File: src/rtl/demux_pkg.sv
// Shared types and default widths for the two-way stream demultiplexer.
package demux_pkg;

   localparam int DEF_DATA_W = 8;
   localparam int DEF_CNT_W  = 16;

   typedef enum logic [1:0] {
      IDLE = 2'd0,
      PKT0 = 2'd1,
      PKT1 = 2'd2
   } demux_state_t;

endpackage

File: src/rtl/demux_slot.sv
// One-entry valid/ready register slot carrying payload and last flag.
// Refills in the same cycle it drains, so a stream passes at one beat per cycle.
module demux_slot
   import demux_pkg::*;
#(
   parameter int DATA_W = DEF_DATA_W
) (
   input  logic              clk,
   input  logic              rst_n,
   input  logic              i_in_valid,
   output logic              o_in_ready,
   input  logic [DATA_W-1:0] i_in_data,
   input  logic              i_in_last,
   output logic              o_out_valid,
   input  logic              i_out_ready,
   output logic [DATA_W-1:0] o_out_data,
   output logic              o_out_last
);

   logic              r_valid;
   logic [DATA_W-1:0] r_data;
   logic              r_last;

   // Readiness looks only at this slot's own occupancy and its sink.
   assign o_in_ready  = !r_valid || i_out_ready;
   assign o_out_valid = r_valid;
   assign o_out_data  = r_data;
   assign o_out_last  = r_last;

   always_ff @(posedge clk or negedge rst_n) begin
      if (!rst_n) begin
         r_valid <= 1'b0;
         r_data  <= '0;
         r_last  <= 1'b0;
      end else if (i_in_valid && o_in_ready) begin
         r_valid <= 1'b1;
         r_data  <= i_in_data;
         r_last  <= i_in_last;
      end else if (i_out_ready) begin
         r_valid <= 1'b0;
      end
   end

endmodule

File: src/rtl/stream_demux2.sv
// Packet-locked 1-to-2 stream demultiplexer with a register slot per output.
// Define DEMUX_CNT_EN to add per-output completed-packet counters (cnt0/cnt1).
module stream_demux2
   import demux_pkg::*;
#(
   parameter int DATA_W = DEF_DATA_W,
   parameter int CNT_W  = DEF_CNT_W
) (
   input  logic              clk,
   input  logic              rst_n,
   input  logic              s_valid,
   output logic              s_ready,
   input  logic [DATA_W-1:0] s_data,
   input  logic              s_sel,
   input  logic              s_last,
   output logic              m0_valid,
   input  logic              m0_ready,
   output logic [DATA_W-1:0] m0_data,
   output logic              m0_last,
   output logic              m1_valid,
   input  logic              m1_ready,
   output logic [DATA_W-1:0] m1_data,
   output logic              m1_last
`ifdef DEMUX_CNT_EN
   ,
   output logic [CNT_W-1:0]  cnt0,
   output logic [CNT_W-1:0]  cnt1
`endif
);

   demux_state_t r_state;
   demux_state_t w_state_next;
   logic         w_target;
   logic         w_accept;
   logic         w_rdy0;
   logic         w_rdy1;

   always_comb begin
      w_target = s_sel;
      case (r_state)
         PKT0:    w_target = 1'b0;
         PKT1:    w_target = 1'b1;
         default: w_target = s_sel;
      endcase
   end

   // rst_n gates s_ready so nothing is offered as accepted while reset is held.
   assign s_ready  = rst_n && (w_target ? w_rdy1 : w_rdy0);
   assign w_accept = s_valid && s_ready;

   always_comb begin
      w_state_next = r_state;
      if (w_accept) begin
         case (r_state)
            IDLE: begin
               if (!s_last) w_state_next = s_sel ? PKT1 : PKT0;
            end
            PKT0, PKT1: begin
               if (s_last) w_state_next = IDLE;
            end
            default: w_state_next = IDLE;
         endcase
      end
   end

   always_ff @(posedge clk or negedge rst_n) begin
      if (!rst_n) r_state <= IDLE;
      else        r_state <= w_state_next;
   end

   demux_slot #(.DATA_W(DATA_W)) u_slot0 (
      .clk         (clk),
      .rst_n       (rst_n),
      .i_in_valid  (w_accept && !w_target),
      .o_in_ready  (w_rdy0),
      .i_in_data   (s_data),
      .i_in_last   (s_last),
      .o_out_valid (m0_valid),
      .i_out_ready (m0_ready),
      .o_out_data  (m0_data),
      .o_out_last  (m0_last)
   );

   demux_slot #(.DATA_W(DATA_W)) u_slot1 (
      .clk         (clk),
      .rst_n       (rst_n),
      .i_in_valid  (w_accept && w_target),
      .o_in_ready  (w_rdy1),
      .i_in_data   (s_data),
      .i_in_last   (s_last),
      .o_out_valid (m1_valid),
      .i_out_ready (m1_ready),
      .o_out_data  (m1_data),
      .o_out_last  (m1_last)
   );

`ifdef DEMUX_CNT_EN
   logic [CNT_W-1:0] r_cnt0;
   logic [CNT_W-1:0] r_cnt1;

   // Counters wrap naturally at 2^CNT_W.
   always_ff @(posedge clk or negedge rst_n) begin
      if (!rst_n) begin
         r_cnt0 <= '0;
         r_cnt1 <= '0;
      end else begin
         if (m0_valid && m0_ready && m0_last) r_cnt0 <= r_cnt0 + CNT_W'(1);
         if (m1_valid && m1_ready && m1_last) r_cnt1 <= r_cnt1 + CNT_W'(1);
      end
   end

   assign cnt0 = r_cnt0;
   assign cnt1 = r_cnt1;
`endif

endmodule

File: config.mk
export PLATFORM = sky130hd
export DESIGN_NAME = stream_demux2
export DESIGN_NICKNAME = d
export VERILOG_FILES = /design/src/rtl/demux_pkg.sv /design/src/rtl/demux_slot.sv /design/src/rtl/stream_demux2.sv
export SDC_FILE = /design/constraint.sdc
export NUM_CORES = 1
export LEC_CHECK = 0
export ABC_CLOCK_PERIOD_IN_PS = 4950
export CAP_MARGIN = 25
export CORE_ASPECT_RATIO = 1.25
export CORE_MARGIN = 4
export CORE_UTILIZATION = 45
export CTS_CLUSTER_SIZE = 40
export DETAILED_ROUTE_END_ITERATION = 8
export PLACE_DENSITY = 0.82
export SYNTH_ARGS = -nofsm -noshare
export SYNTH_HDL_FRONTEND = slang
export SYNTH_SLANG_ARGS = --single-unit
File: constraint.sdc
create_clock -name clk -period 4.95 [get_ports clk]
set_input_delay 0.99 -clock clk [delete_from_list [all_inputs] [get_ports clk]]
set_output_delay 0.99 -clock clk [all_outputs]
set_load 0.01 [all_outputs]
==> summary.txt, run 1 <==
Drt
  – Met1 wire length: ~750 µm
  – Wire length per cell: around 16 µm
  – Routed Wire Length: ~1900 µm
  – Met3 wire length: 156 µm
  – Drt drc: 0
  – Initial drt markers: 9
  – Detail Route Antenna Nets: 0
  – Top sig layer: met4
  – Wire length on met2: just under 1000 µm
  – Vias: just over 600
  – First-pass iteration count of the detailed router: 2
  – DR vias/cell: between 5 and 6

Pwr
  – Logic pwr share: approximately half
  – Sw power: 235 µW
  – Max VDD drop: 0.000330 V
  – Pint: approximately 540 µW
  – Share of power burned in registers: around 40%
  – Switching Share: a little under a third
  – Clk pwr share: under 10%
  – Cell Pwr Density: roughly 600 mW/mm²
  – Cell leakage power: ~0.57 nW
  – Tot Pwr: 772 µW

Setup path
  – R2R cell count: 5
  – CP max-delay cell: clkdlybuf4s50_1
  – Crit Reg-Reg Endpoint: u_slot0.o_out_data[6]$_DFFE_PN0P_
  – CP endpoint: s_ready
  – Crit-path max cell delay: 0.53 ns
  – Crit path max fanout: 5
  – CP required: 3.96 ns
  – Setup CP Type: input pin to output port
  – Crit-path cells: clkdlybuf4s50_1, mux2i_2, o211a_1, clkdlybuf4s50_1
  – CP startpoint: s_sel
  – Worst r2r src: r_state[1]$_DFFE_PN0P_
  – CP Launch Type: input pin
  – Crit end category: output port
  – Reg2reg setup slack: between 2 and 3 ns
  – CP Data Arrival Time: roughly 2.4 ns
  – Most used cell, CP: clkdlybuf4s50_1

Finish
  – Fin nets: 119
  – Reg area: between 500 and 600 µm²
  – Fin util: between 60% and 70%
  – Fraction of layout cells with a size suffix above 1: 27.0%
  – Non-filler cells, final: between 100 and 150
  – Footprint of the multi-input gates: 352 µm²
  – P&R area growth vs syn: 42.5%
  – Number of diodes: 0
  – Final instance area: roughly 0.0013 mm²
  – Fillers: 141

Yosys
  – Syn nets: between 70 and 80
  – Synth unique cells: 17
  – Xor-xnor portion of the synthesized cell area: 0%
  – Synth Area in Compound Gates: 2.56%
  – Post-Synth Adder-Cell Area: under 10%
  – Simple-gate portion of the synthesized area: roughly 6.1%
  – Syn Area/Cell: between 10 and 15 µm²
  – Post-Syn Area: around 930 µm²
  – Post-Syn Instances: between 60 and 70
  – Yosys warns: 0
  – Largest family of logic cells by synthesized area: multiplexers
  – Register area share after synthesis: 59.3%
  – Multiplexer share of the synthesized area: about a quarter
  – #FFs+latches synth: 22

GRT
  – Largest net degree at the start of global routing: 24
  – All-Layer GR Usage: roughly 15%
  – First-pass GRT wire length: ~3300 µm
  – Remaining Overflow, GRT: 0
  – Vias in the first global route: ~680
  – Number of antenna violations at the first check in global routing: 0

STA
  – Clock Skew: 0.00457 ns
  – RSZ-0062 raised after global routing: no
  – Fin Setup TNS: 0 ns
  – Headroom to the max-slew limit: about 41%
  – Fin crit share: between 60 and 70%
  – Setup-failing EPs final: 0
  – Final Hold Viols: 0
  – Max Fclk: between 0.2 and 0.3 GHz
  – Hold slack: 0.519 ns
  – Fin worst setup slack: roughly 1.5 ns
  – Max-slew violation count: 0
  – Least-Margin Pin Slew: roughly 0.89 ns
  – Final min period: between 3 and 4 ns

CTS
  – Post-CTS Setup Inserts: 0
  – CTS resizes: 0
  – Clock Latency Late Sink: about 0.29 ns
  – CTS tree: yes
  – H-tree depth: 1
  – Clk root buf: clkbuf_4
  – CTS Hold Bufs: 0
  – CTS Buf Count: 3
  – Clock slew at reported path FFs: 0.11 ns
  – Worst-case clock buffer depth: 2
  – Clock sinks: 22

Place
  – Hpwl dp: about 1400 µm
  – Routability cong.: ~0.74
  – Placed Area: around 0.0013 mm²
  – Dpl cells: between 100 and 150
  – DP Worst Slack: ~1.5 ns
  – # port buffers: 35

Die
  – Starting Density: between 40% and 50%
  – FP Rows: 18
  – Top Ports: 36
  – Die Area: between 0.002 and 0.003 mm²
  – Core area: about 0.002 mm²
  – Die extent in x: approximately 49 µm
  – Die Span Y: 58.8 µm

Worst hold path
  – Hold path start: u_slot0.o_out_data[7]$_DFFE_PN0P_
  – Worst Hold Class: register to register

Outcome
  – Status: completed

Flow run
  – Max_cap viols: 0
[Yosys cell counts]
cell type / number / area [µm²]
mux2_2: 18 / 203
mux2i_1: 3 / 30.0
o21ai_2: 1 / 8.76
inv_1: 2 / 7.51
nand2b_1: 2 / 12.5
dfrtp_1: 22 / 551
or2_2: 1 / 6.26
nor3b_1: 1 / 7.51
nand2_1: 3 / 11.3
ha_1: 2 / 25.0
buf_6: 1 / 11.3
o211a_1: 1 / 10.0
nor2b_1: 1 / 6.26
mux2i_2: 1 / 13.8
o21ai_0: 1 / 5.00
buf_4: 1 / 7.51
nor3b_2: 1 / 12.5
[how the worst min path moves through the flow]
stage,to,slack [ns],cells after the start
3_5_place_dp,u_slot0.o_out_data[6]$_DFFE_PN0P_,0.50,1
5_1_grt,u_slot0.o_out_last$_DFFE_PN0P_,0.55,1
6_report,u_slot0.o_out_data[7]$_DFFE_PN0P_,0.52,1
2_1_floorplan,r_state[0]$_DFFE_PN0P_,0.51,2
3_3_place_gp,u_slot0.o_out_data[7]$_DFFE_PN0P_,0.49,1
4_1_cts,u_slot0.o_out_data[7]$_DFFE_PN0P_,0.52,1
[flip-flops by register name, summed over array words and instances (netlist names)]
register and count:
u_slot0.o_out_valid 1, r_state 2, u_slot1.o_out_last 1, u_slot0.o_out_data 8, u_slot0.o_out_last 1, u_slot1.o_out_valid 1
u_slot1.o_out_data 8
[placed cells by master (no fill, tap or decap), types with 2 or more instances in the layout]
cell type / count
dfrtp_1: 22
mux2_2: 18
ha_1: 2
clkdlybuf4s50_1: 35
nand2_1: 3
buf_4: 2
inv_1: 2
nand2b_1: 2
mux2i_1: 3
clkbuf_4: 3
[final cells by class]
cell class | instances | share of cell area (%)
flip-flops and latches | 22 | 41.6
repair buffers | 37 | 27.6
multi-input cells | 36 | 26.6
well taps | 20 | 1.89
clock buffers | 3 | 1.70
inverters | 2 | 0.568
[logic make-up after synthesis]
family                   count (synthesis)
multiplexers                            22
flip-flops                              22
AND/OR/NAND/NOR                          9
buffers and inverters                    4
adder cells (fa/ha/maj)                  2
AO/OA/AOI/OAI                            3
[layer usage]
layer  vias to the layer above  global-route usage, %
li1                        292                      -
met1                       301                   16.8
met2                        22                   26.3
met3                         2                   4.81
met4                         0                   4.62
met5                         -                      0
[worst max-delay path: cells and delay by family]
kind | cells | cell delay, ns
buffers and inverters | 2 | 0.98
muxes | 1 | 0.26
AOI/OAI and AO/OA | 1 | 0.20
[power by group through the flow]
stage	Combinational (mW)	Sequential [mW]	Clock, mW
floorplan	0.148	0.348	0
global placement	0.385	0.308	0
detailed placement	0.392	0.311	0
CTS	0.395	0.309	0.0800
global route	0.419	0.323	0.0872
finish	0.389	0.308	0.0750
Note: power is estimated with default switching activity, not from simulation.
==> inputs of run 2 (changes only) <==
- ABC_CLOCK_PERIOD_IN_PS: 4950 -> 2950
- CORE_UTILIZATION: 45 -> 38
- PLACE_DENSITY: 0.82 -> 0.74
- clock period: 4.95 -> 2.95 ns (I/O delays scaled with it)
==> summary.txt, run 2 (synthesis gave the netlist of run 1 again) <==
Outcome
  – Status: completed

CTS
  – CTS resizes: 0 (unchanged)
  – H-tree depth: 1 (unchanged)
  – Clock slew at reported path FFs: 0.11 ns (about the same)
  – Post-CTS Setup Inserts: 0 (unchanged)
  – CTS tree: yes
  – Clock Latency Late Sink: 0.30 ns (about the same)
  – Clock sinks: 22 (unchanged)
  – CTS Hold Bufs: 0 (unchanged)
  – CTS Buf Count: 3 (unchanged)
  – Worst-case clock buffer depth: 2 (unchanged)
  – Clk root buf: clkbuf_4

Place
  – Placed Area: 0.00133 mm² (+2.0%)
  – Routability cong.: 0.633 (-14%)
  – Hpwl dp: 1490 µm (+5.7%)
  – Dpl cells: 129 (+10%)
  – # port buffers: 35 (unchanged)

GRT
  – All-Layer GR Usage: 13.3% (-1.5 points)
  – Vias in the first global route: 698 (+3.1%)
  – Number of antenna violations at the first check in global routing: 0 (unchanged)
  – Met3 GRT Util: 3.07% (-1.7 points)
  – GR Util met1: 14.7% (-2.1 points)
  – Largest net degree at the start of global routing: 24 (unchanged)
  – Met2 Usage GRT: 22.6% (-3.7 points)
  – Remaining Overflow, GRT: 0 (unchanged)
  – First-pass GRT wire length: 3210 µm (-2.5%)
  – Gr busiest metal: met2

Finish
  – Fraction of layout cells with a size suffix above 1: 29.4% (+2.4 points)
  – Number of diodes: 0 (unchanged)
  – Most frequent cells in the layout: 35 x clkdlybuf4s50_1, 22 x dfrtp_1, 18 x mux2_2
  – Fin util: 61.1% (-5.7 points)
  – P&R area growth vs syn: 48.5%
  – Non-filler cells, final: 133 (+11%)
  – Commonest non-fill, non-tap cell in the layout: clkdlybuf4s50_1
  – Fin nets: 120 (+0.84%)
  – Final instance area: 0.00138 mm² (+4.3%)

Drt
  – Routed Wire Length: 1890 µm (+0.69%)
  – Initial drt markers: 4 (-5)
  – Vias: 625 (+1.3%)
  – DR vias/cell: 4.70 (-8.6%)
  – Drt drc: 0 (unchanged)
  – First-pass iteration count of the detailed router: 4 (+2)
  – Detail Route Antenna Nets: 0 (unchanged)
  – Wire length per cell: 14.2 µm (-9.2%)

Die
  – Die Area: 0.00330 mm² (+16%)
  – Core area: 0.00226 mm² (+14%)
  – Die extent in x: 52.2 µm (+7.4%)
  – FP Rows: 19 (+1)
  – Starting Density: 41.1% (-5.7 points)
  – Top Ports: 36 (unchanged)
  – Die Span Y: 63.3 µm (+7.6%)

Setup path
  – CP required: 2.36 ns (-1.60 ns)
  – WP buf/inv: 2 (unchanged)
  – CP max-delay cell: clkdlybuf4s50_1
  – Setup CP Type: register to output port
  – CP Launch Type: register
  – Crit end category: output port
  – Worst r2r src: r_state[1]$_DFFE_PN0P_
  – Delay-heaviest family, CP: buffers and inverters
  – CP Data Arrival Time: 2.07 ns (-0.36 ns)
  – Crit Reg-Reg Endpoint: u_slot0.o_out_data[4]$_DFFE_PN0P_
  – Crit-path cells: inv_1, ha_1, mux2i_2, o211a_1, clkdlybuf4s50_1
  – Reg2reg setup slack: 1.01 ns (-1.59 ns)
  – R2R cell count: 6 (+1)
  – Crit path max fanout: 5 (unchanged)
  – Crit-path max cell delay: 0.53 ns (about the same)

Pwr
  – Max VDD drop: 0.000650 V (+97%)
  – Cell Pwr Density: 1010 mW/mm² (+73%)
  – Cell leakage power: 0.595 nW (+3.8%)
  – Tot Pwr: 1.40 mW (+81%)

STA
  – Headroom to the max-slew limit: 81.7% (+41 points)
  – Least-Margin Pin Slew: 0.269 ns (-0.618 ns)
  – Max-slew violation count: 0 (unchanged)
  – Fin crit share: roughly nine tenths
  – Fin Setup TNS: 0 ns (unchanged)
  – Final Hold Viols: 0 (unchanged)
  – Clock Skew: 0.00427 ns (-0.000308 ns)
  – Setup-failing EPs final: 0 (unchanged)
  – RSZ-0062 raised after global routing: no
  – Final min period: around 2.7 ns
  – Max Fclk: 0.376 GHz

Worst hold path
  – Hold path depth: 1 (unchanged)
  – Hold Path End: u_slot1.o_out_data[1]$_DFFE_PN0P_
  – Hold path start: u_slot1.o_out_data[1]$_DFFE_PN0P_
  – Worst Hold Class: register to register

Flow run
  – Max_cap viols: 0 (unchanged)
## run 2: cell types whose count changed in the layout (fill, tap and decap cells not counted)
cell	change
nor3b_2	+1
nor3b_1	-1
bufinv_16	+1
buf_4	+1
## run 2: worst max path at each step
stage | depth (start not counted) | to | slack (ns) | from
global placement | 4 | s_ready | 0.33 | s_sel
global route | 5 | s_ready | 0.16 | r_state[1]$_DFFE_PN0P_
floorplan | 6 | u_slot0.o_out_data[0]$_DFFE_PN0P_ | 1.13 | r_state[1]$_DFFE_PN0P_
finish | 5 | s_ready | 0.29 | r_state[1]$_DFFE_PN0P_
CTS | 5 | s_ready | 0.26 | r_state[1]$_DFFE_PN0P_
detailed placement | 4 | s_ready | 0.31 | s_sel
## run 2: per-layer routing
metal / routed length, µm / vias to the layer above
li1: - / 292
met1: 725 / 300
met2: 977 / 25
met3: 131 / 8
met4: 59 / 0
met5: 0 / -
## run 2: power breakdown
part / switching [mW] / internal, mW / leakage, nW
Clock: 0.0854 / 0.137 / 0.0279
Sequential: 0.0737 / 0.446 / 0.265
Combinational: 0.242 / 0.412 / 0.301
## run 2: area by class of cell
| class | count | area [µm²] |
|---|---|---|
| Clock buffer | 3 | 22.5 |
| Clock inverter | 1 | 30.0 |
| Inverter | 2 | 7.51 |
| Fill cell | 187 | 880 |
| Multi-Input combinational cell | 36 | 357 |
| Sequential cell | 22 | 551 |
| Timing Repair Buffer | 38 | 373 |
| Tap cell | 31 | 38.8 |
## run 2: stage by stage
step,hold slack (ns),setup slack (ns)
floorplan,0.294,1.13
global placement,0.490,0.332
detailed placement,0.496,0.307
CTS,0.522,0.260
global route,0.555,0.164
finish,0.518,0.290
